### config.mk
export PLATFORM = sky130hd
export DESIGN_NAME = multi_channel_producer
export DESIGN_NICKNAME = d
export VERILOG_FILES = /design/src/rtl/multi_channel_producer_pkg.sv /design/src/rtl/multi_channel_producer_channel.sv /design/src/rtl/multi_channel_producer.sv
export SDC_FILE = /design/constraint.sdc
export NUM_CORES = 1
export LEC_CHECK = 0
export BUFFER_PORTS_ARGS = -buffer_cell sky130_fd_sc_hd__buf_2
export CAP_MARGIN = 40
export CORE_MARGIN = 1.5
export CORE_UTILIZATION = 42
export CTS_CLUSTER_DIAMETER = 60
export DETAILED_ROUTE_END_ITERATION = 7
export GPL_TIMING_DRIVEN = 0
export PLACE_DENSITY = 0.66
export SYNTH_ARGS = -nofsm -noshare
export SYNTH_HDL_FRONTEND = slang
export SYNTH_HIERARCHICAL = 1
export SYNTH_SLANG_ARGS = --single-unit
### constraint.sdc
create_clock -name clk -period 2.5 [get_ports clk]
set_clock_uncertainty 0.2 [all_clocks]
set_input_delay 0.5 -clock clk [delete_from_list [all_inputs] [get_ports clk]]
set_output_delay 0.5 -clock clk [all_outputs]
set_load 0.05 [all_outputs]
### src/rtl/multi_channel_producer_pkg.sv
// Shared types and defaults for the multi-channel producer: default widths and flush FSM encoding.
package multi_channel_producer_pkg;

    localparam int DEF_ADDRESS_WIDTH = 8;
    localparam int DEF_ID_WIDTH      = 8;
    localparam int CHAN_SEL_W        = 4;

    typedef enum logic [1:0] {
        FLUSH_IDLE  = 2'd0,
        FLUSH_WAIT  = 2'd1,
        FLUSH_ISSUE = 2'd2
    } flush_state_e;

endpackage

### src/rtl/multi_channel_producer_channel.sv
// One producer lane: stride-stepped address and channel-tagged sequence ID, advancing on advance_i.
module producer_channel #(
    parameter int ADDRESS_WIDTH = 8,
    parameter int ID_WIDTH      = 8,
    parameter int SEQ_WIDTH     = 4,
    parameter int ADDR_STRIDE   = 4
) (
    input  logic                          clk,
    input  logic                          reset_n,
    input  logic                          advance_i,
    input  logic [ID_WIDTH-SEQ_WIDTH-1:0] tag_i,
    output logic [ADDRESS_WIDTH-1:0]      addr_o,
    output logic [ID_WIDTH-1:0]           id_o,
    output logic                          valid_o
);

    logic [ADDRESS_WIDTH-1:0] addr_q, addr_d;
    logic [SEQ_WIDTH-1:0]     seq_q, seq_d;
    logic [ID_WIDTH-1:0]      id_q, id_d;
    logic                     valid_q;

    // Sequence wraps inside its own field; the tag is never carried into.
    always_comb begin
        addr_d = addr_q + ADDRESS_WIDTH'(ADDR_STRIDE);
        seq_d  = seq_q + SEQ_WIDTH'(1);
        id_d   = {tag_i, seq_d};
    end

    always_ff @(posedge clk or negedge reset_n) begin
        if (!reset_n) begin
            addr_q  <= '0;
            seq_q   <= '0;
            id_q    <= '0;
            valid_q <= 1'b0;
        end else if (advance_i) begin
            addr_q  <= addr_d;
            seq_q   <= seq_d;
            id_q    <= id_d;
            valid_q <= 1'b1;
        end
    end

    assign addr_o  = addr_q;
    assign id_o    = id_q;
    assign valid_o = valid_q;

endmodule

### src/rtl/multi_channel_producer.sv
// N-channel transaction generator with a programmable, optionally delayed flush command port.
module multi_channel_producer
    import multi_channel_producer_pkg::*;
#(
    parameter int NUM_CHANNELS  = 2,
    parameter int ADDRESS_WIDTH = DEF_ADDRESS_WIDTH,
    parameter int ID_WIDTH      = DEF_ID_WIDTH,
    parameter int SEQ_WIDTH     = 4,
    parameter int ADDR_STRIDE   = 4,
    parameter int DELAY_WIDTH   = 6
) (
    input  logic                               clk,
    input  logic                               reset_n,
    input  logic                               enable,
    input  logic [NUM_CHANNELS-1:0]            in_stall,
    output logic [NUM_CHANNELS*ADDRESS_WIDTH-1:0] out_address,
    output logic [NUM_CHANNELS*ID_WIDTH-1:0]   out_id,
    output logic [NUM_CHANNELS-1:0]            out_valid,
    output logic [NUM_CHANNELS-1:0]            flush,
    output logic [NUM_CHANNELS*ID_WIDTH-1:0]   flush_id,
    input  logic                               flush_cmd_valid,
    output logic                               flush_cmd_ready,
    input  logic [CHAN_SEL_W-1:0]              flush_cmd_chan,
    input  logic [ID_WIDTH-1:0]                flush_cmd_id,
    input  logic [DELAY_WIDTH-1:0]             flush_cmd_delay,
    output logic                               flush_err
);

    localparam int TAG_W = ID_WIDTH - SEQ_WIDTH;
    localparam logic [CHAN_SEL_W-1:0] NCH = CHAN_SEL_W'(NUM_CHANNELS);

    flush_state_e                     state_q, state_d;
    logic [DELAY_WIDTH-1:0]           cnt_q, cnt_d;
    logic [CHAN_SEL_W-1:0]            chan_q, chan_d;
    logic [ID_WIDTH-1:0]              fid_q, fid_d;
    logic                             err_q, err_d;
    logic [NUM_CHANNELS-1:0]          flush_q, flush_d;
    logic [NUM_CHANNELS*ID_WIDTH-1:0] flush_id_q, flush_id_d;
    logic [NUM_CHANNELS-1:0]          hold;

    assign flush_cmd_ready = (state_q == FLUSH_IDLE);

    always_comb begin
        state_d = state_q;
        cnt_d   = cnt_q;
        chan_d  = chan_q;
        fid_d   = fid_q;
        err_d   = 1'b0;
        case (state_q)
            FLUSH_IDLE: begin
                if (flush_cmd_valid) begin
                    chan_d = flush_cmd_chan;
                    fid_d  = flush_cmd_id;
                    if (flush_cmd_chan >= NCH) begin
                        err_d = 1'b1;
                    end else if (flush_cmd_delay == '0) begin
                        state_d = FLUSH_ISSUE;
                    end else begin
                        state_d = FLUSH_WAIT;
                        cnt_d   = flush_cmd_delay;
                    end
                end
            end
            FLUSH_WAIT: begin
                cnt_d = cnt_q - DELAY_WIDTH'(1);
                if (cnt_q == DELAY_WIDTH'(1)) state_d = FLUSH_ISSUE;
            end
            FLUSH_ISSUE: state_d = FLUSH_IDLE;
            default:     state_d = FLUSH_IDLE;
        endcase
    end

    // Pulse outputs are registered from the next state so they line up with the ISSUE cycle.
    always_comb begin
        flush_d    = '0;
        flush_id_d = '0;
        for (int c = 0; c < NUM_CHANNELS; c++) begin
            if (state_d == FLUSH_ISSUE && chan_d == CHAN_SEL_W'(c)) begin
                flush_d[c]                          = 1'b1;
                flush_id_d[c*ID_WIDTH +: ID_WIDTH]  = fid_d;
            end
        end
    end

    always_ff @(posedge clk or negedge reset_n) begin
        if (!reset_n) begin
            state_q    <= FLUSH_IDLE;
            cnt_q      <= '0;
            chan_q     <= '0;
            fid_q      <= '0;
            err_q      <= 1'b0;
            flush_q    <= '0;
            flush_id_q <= '0;
        end else begin
            state_q    <= state_d;
            cnt_q      <= cnt_d;
            chan_q     <= chan_d;
            fid_q      <= fid_d;
            err_q      <= err_d;
            flush_q    <= flush_d;
            flush_id_q <= flush_id_d;
        end
    end

    assign flush     = flush_q;
    assign flush_id  = flush_id_q;
    assign flush_err = err_q;

    for (genvar g = 0; g < NUM_CHANNELS; g++) begin : g_chan
        assign hold[g] = (state_q == FLUSH_ISSUE) && (chan_q == CHAN_SEL_W'(g));

        producer_channel #(
            .ADDRESS_WIDTH (ADDRESS_WIDTH),
            .ID_WIDTH      (ID_WIDTH),
            .SEQ_WIDTH     (SEQ_WIDTH),
            .ADDR_STRIDE   (ADDR_STRIDE)
        ) u_chan (
            .clk       (clk),
            .reset_n   (reset_n),
            .advance_i (enable && !in_stall[g] && !hold[g]),
            .tag_i     (TAG_W'(g + 1)),
            .addr_o    (out_address[g*ADDRESS_WIDTH +: ADDRESS_WIDTH]),
            .id_o      (out_id[g*ID_WIDTH +: ID_WIDTH]),
            .valid_o   (out_valid[g])
        );
    end

endmodule
* After elaboration in Yosys (flattened, before gate mapping)
Index checks and enable logic that the tools add are counted.
** Storage, ports and cells
- Flip-flop bits (word level) :: 75
- Word-level logic and storage cells :: 68
- Bits of input ports :: 24
** Operators by class
- Muxes and demuxes :: 20
- Reductions and logical operators :: 18
- Equal/unequal tests :: 9
- $lt $le $gt $ge :: 1
- $add $sub $neg :: 5
** Operators by type and width (count)
- 8-bit two-way mux :: 4
- 6-bit two-way mux :: 3
- 8-bit by 3-bit adder with 8-bit output, second input constant :: 2
- 6-bit case mux with 2 select lines :: 1
- 4-bit by 1-bit adder with 4-bit output, second input constant :: 2
- 4-bit by 1-bit == test with 1-bit output, second input constant :: 2
- 1-bit logical AND :: 8
- 4-bit logical NOT :: 2
- 2-bit two-way mux :: 4
- 4-bit two-way mux :: 2
- 6-bit by 1-bit == test with 1-bit output, second input constant :: 1
- 6-bit logical NOT :: 1
- 2-bit inequality test, second input constant :: 3
- 6-bit by 1-bit subtractor with 6-bit output, second input constant :: 1
- 1-bit two-way mux :: 5
- 2-bit == test, second input constant :: 2
- 4-bit by 2-bit >= comparator with 1-bit output, second input constant :: 1
- 1-bit logical NOT :: 4
- 2-bit case mux with 2 select lines :: 1
- 4-bit AND reduction :: 1
- 2-bit by 1-bit == test with 1-bit output, second input constant :: 1
- 2-bit logical NOT :: 1
- 2-bit nonzero test :: 1

* Logic depth before layout (Yosys ltp)
- Word-level depth :: 8
- Mapped depth :: 7
- Depth with buffers taken out :: 6

* Modules after synthesis
The synthesis kept the hierarchy.
** Modules (own cells, without submodules)
- multi_channel_producer :: times used 1, sequential area each 975.9 um^2, cells each 153, area an instance 1739.2 um^2
- producer_channel :: times used 2, sequential area each 375.4 um^2, cells each 43, area an instance 614.3 um^2

* Least setup slack after synthesis
No wires, ideal clock.
- Kind :: register to register
- Start :: register state_q[0]
- End :: register g_chan[1].u_chan.addr_q[3]
- Stages on the path, launching flop included :: 6
- Setup slack :: 308 ps
- Library setup time :: 125 ps
- Period minus slack after synthesis :: 2192 ps
- Arrival time :: 1868 ps
- Cell sequence :: dfrtp_1 > clkbuf_1 > nor4_1 > nor3b_1 > buf_6 > mux2_2
** Between the ends
- Cells in the longest elaborated chain, start to end :: 4
** RTL lines
- start: declaration :: RTL line multi_channel_producer.sv:32 : flush_state_e state_q, state_d;
- start signal: assignment :: RTL line multi_channel_producer.sv:95 : state_q <= state_d;
- 2-bit == test :: RTL line multi_channel_producer.sv:110 : assign hold[g] = (state_q == FLUSH_ISSUE) && (chan_q == CHAN_SEL_W'(g));
- 1-bit logical AND :: RTL line multi_channel_producer.sv:110
- 1-bit logical NOT :: RTL line multi_channel_producer.sv:120 : .advance_i (enable && !in_stall[g] && !hold[g]),
- 1-bit logical AND :: RTL line multi_channel_producer.sv:120
- end signal: assignment :: RTL line multi_channel_producer_channel.sv:36 : addr_q <= addr_d;
- end: declaration :: RTL line multi_channel_producer_channel.sv:17 : logic [ADDRESS_WIDTH-1:0] addr_q, addr_d;
No other way between the ends.
A chain may end at the register's enable or synchronous reset.

* Worst setup path in the final report
- Start :: register state_q[0]
- End :: register flush_id_q[6] (netlist: flush_id[6])
** Between the ends
- Elaborated cells between the ends (all ways) :: 12
** RTL lines
- 2-bit logical NOT :: RTL line multi_channel_producer.sv:49 : case (state_q)
- 4-bit two-way mux :: RTL line multi_channel_producer.sv:49
- named net chan_d[0] :: RTL line multi_channel_producer.sv:34 : logic [CHAN_SEL_W-1:0] chan_q, chan_d;
- 4-bit logical NOT :: RTL line multi_channel_producer.sv:78 : if (state_d == FLUSH_ISSUE && chan_d == CHAN_SEL_W'(c)) begin
- 1-bit logical AND :: RTL line multi_channel_producer.sv:78
- 8-bit two-way mux :: RTL line multi_channel_producer.sv:78
- named net flush_id_d[6] :: RTL line multi_channel_producer.sv:38 : logic [NUM_CHANNELS*ID_WIDTH-1:0] flush_id_q, flush_id_d;
- end signal: assignment :: RTL line multi_channel_producer.sv:101 : flush_id_q <= flush_id_d;
- end: declaration :: RTL line multi_channel_producer.sv:38
The timed path passes the listed nets, and every way through them passes these cells.

==> flow_metrics.env <==
export IMPL_postSynthCellCount=239
export IMPL_hold_class="in -> reg"
export IMPL_final_area_sq_mm=0.00379
export IMPL_grt_pass1_vias=1933
export IMPL_worstPathMaxFanout=10
export IMPL_cp_end_kind="register"
export IMPL_hpwl_um=4130
export IMPL_fin_crit_sh_pct=91.9
export IMPL_dieWidth_um=87.1
export IMPL_grt_overflow_total=0
export IMPL_ant_nets=0
export IMPL_timing_final_ws_setup_ps=203
export IMPL_grt_max_degree=39
export IMPL_p_per_area_mw_per_mm2=1260
export IMPL_peakVddDrop_uv=764
export IMPL_port_buffers=73
export IMPL_grtUsageTotal_pct=15.9
export IMPL_worstSkewPairLatency_ps=330
export IMPL_start_util_pct=43.4
export IMPL_via_count=2059
export IMPL_cts_buffer_depth=2
export IMPL_area_growth_pct=27.8
export IMPL_setup_violations=0
export IMPL_tns_ps=0
export IMPL_tightest_slew_ps=640
export IMPL_grt_pass1_wl_um=9250
export IMPL_cts_buffers=9
export IMPL_gp_congestion=0.778
export IMPL_p_leak_nw=1.84
export IMPL_synthTopCellsByArea="dfrtp_1 58%, mux2_2 7.2%, xnor2_1 3.0%"
export IMPL_via_per_inst=4.73
export IMPL_n_antenna_cell=0
export IMPL_cts_root_buf="clkbuf_8"
export IMPL_status="complete, no violations"
export IMPL_worstSetupPathType="reg -> reg"
export IMPL_rsz0062_at_grt="false"
export IMPL_synth_edf_count=0
export IMPL_critical_path_required_ps=2530
export IMPL_wirelength_um=5720
export IMPL_place_ws_ps=72.1
export IMPL_rows=30
export IMPL_critPathLaunchType="register"
export IMPL_finalCriticalPeriod_ps=2300
export IMPL_relSlewSlack_pct=56.5
export IMPL_critPathSlowestCell="mux2i_2"
export IMPL_synth_cell_types=46
export IMPL_finalMaxSlewViolations=0
export IMPL_synth_area_sq_mm=0.00297
export IMPL_synth_common_cells="69 x dfrtp_1, 19 x mux2_2, 18 x nand2_1"
export IMPL_grt_antenna_before_repair=0
export IMPL_cap_violations=0
export IMPL_cts_post_setup_buffers_inserted=0
export IMPL_wire_per_inst_um=13.2
export IMPL_htree_levels=3
export IMPL_synth_top_area_cell="dfrtp_1"
export IMPL_seq_area_frac_synth_pct=58.2
export IMPL_max_stage_delay_ps=640
export IMPL_fillers=633
export IMPL_worstPathCellList="nor3b_4 -> mux2i_2 -> inv_2 -> nor3_1"
export IMPL_clock_sinks=69
export IMPL_die_y_um=87.1
export IMPL_ios=78
export IMPL_synth_ff_type="dfrtp_1"
export IMPL_dieArea_sq_mm=0.00758
export IMPL_drtIter0Drc=102
export IMPL_fin_hold_ws_ps=222
export IMPL_place_area_sq_mm=0.00351
export IMPL_hold_viol=0
export IMPL_max_freq_ghz=0.435
export IMPL_ys_seq_elements=69
export IMPL_cp_arrival_ps=2330
export IMPL_final_nets=364
export IMPL_drive_gt1_share_pct=39.5
export IMPL_cts_clk_slew_worst_paths_ps=80
export IMPL_synthArstFlopShare_pct=100
export IMPL_core_area_sq_mm=0.00683
export IMPL_syn_avg_cell_area_sq_um=12.4
export IMPL_drt_pass1_iterations=4
export IMPL_yosysTopAreaCellShare_pct=58.2
export IMPL_yosysWarningCount=6
export IMPL_cts_tree="yes"
export IMPL_drc=0
export IMPL_synth_most_common_cell="dfrtp_1"
==> power breakdown <==
group | switching [W] | internal (W)
logic | 0.00121 | 0.000604
clock network | 0.000440 | 0.000771
registers | 0.000306 | 0.00145
==> cells by family (layout without fill, tap and decap cells) <==
kind of cell	count (synthesis)	count (layout)	synth area share [%]
AND/OR/NAND/NOR	76	76	14.4
flip-flops	69	69	58.2
multiplexers	26	26	9.70
buffers and inverters	23	115	4.68
AO/OA/AOI/OAI	18	18	4.97
XOR/XNOR	17	17	5.02
adder cells (fa/ha/maj)	6	6	2.53
other	4	12	0.506
==> layer usage <==
metal	GRT usage [%]	routed length, um
met5	0	0
met4	4.84	37
met3	5.02	282
met2	23.7	2650
met1	22.2	2760
==> stage by stage <==
stage | total power, W | util [%] | cells
floorplan | 0.00315 | - | 247
global placement | 0.00355 | 51.0 | 416
detailed placement | 0.00361 | 51.4 | 418
global route | 0.00505 | 55.5 | 435
CTS | 0.00484 | 55.5 | 435
finish | 0.00478 | 55.5 | 435
==> timing repair <==
item / CTS / global route
setup endpoints to repair: 0 / 4
hold buffers: 1 / 0
hold endpoints to repair: 31 / 0
resized for setup: 0 / 2
==> flip-flops by register name, indices dropped and copies added, names as in the netlist <==
signal and count:
flush_id 16, g_chan.u_chan/addr_o 12, g_chan.u_chan/id_o 10, fid_q 8, cnt_q 6, g_chan.u_chan/seq_q 6
chan_q 4, flush 2, g_chan.u_chan/valid_o 2, state_q 2, flush_err 1
==> worst max-delay path: cells and delay by family (launching register included) <==
kind / cells / cell delay, ps
multiplexers: 1 / 640
buffers and inverters: 1 / 240
flip-flops: 1 / 450
AND/OR/NAND/NOR: 2 / 680
==> cell usage in the layout (no fill, tap or decap), types with 3 or more instances in the layout <==
| cell | netlist | layout |
|---|---|---|
| buf_2 | 0 | 73 |
| inv_1 | 11 | 11 |
| xnor2_1 | 10 | 10 |
| dfrtp_1 | 69 | 69 |
| nand4_1 | 4 | 4 |
| clkbuf_8 | 0 | 9 |
| nor3_1 | 10 | 10 |
| buf_6 | 3 | 3 |
| xor2_1 | 7 | 7 |
| o221a_2 | 3 | 3 |
| nor2_1 | 16 | 16 |
| nand3_1 | 3 | 3 |
| ha_1 | 6 | 6 |
| nor3b_1 | 3 | 3 |
| mux2_2 | 19 | 19 |
| o21ai_0 | 3 | 3 |
| buf_4 | 5 | 6 |
| bufinv_16 | 0 | 4 |
| conb_1 | 4 | 12 |
| or2_2 | 3 | 3 |
| mux2i_1 | 6 | 6 |
| nand2_1 | 18 | 18 |
==> worst paths after layout <==
check	startpoint	endpoint	slack, ps	cells past startpoint
hold / removal	flush_cmd_id[7]	fid_q[7]	220	3
max in group asynchronous	reset_n	flush_id[4]	1110	3
min in group asynchronous	reset_n	flush_err	450	2
hold reg to reg	g_chan[1].u_chan/id_o[3]	g_chan[1].u_chan/id_o[3]	260	1
setup / recovery	state_q[0]	flush_id[6]	200	4
setup reg to reg	state_q[0]	flush_id[6]	200	4
==> final cells by class <==
class	instances	area (sq um)	share of cell area, %
clock buffer	9	124	3.27
timing repair buffer	76	403	10.6
sequential	69	1730	45.5
tap	96	120	3.17
inverter	12	45.0	1.19
buffer	11	95.1	2.51
multi-input combinational	155	1130	29.9
clock inverter	7	146	3.86
Power figures use the tool's default switching activity.
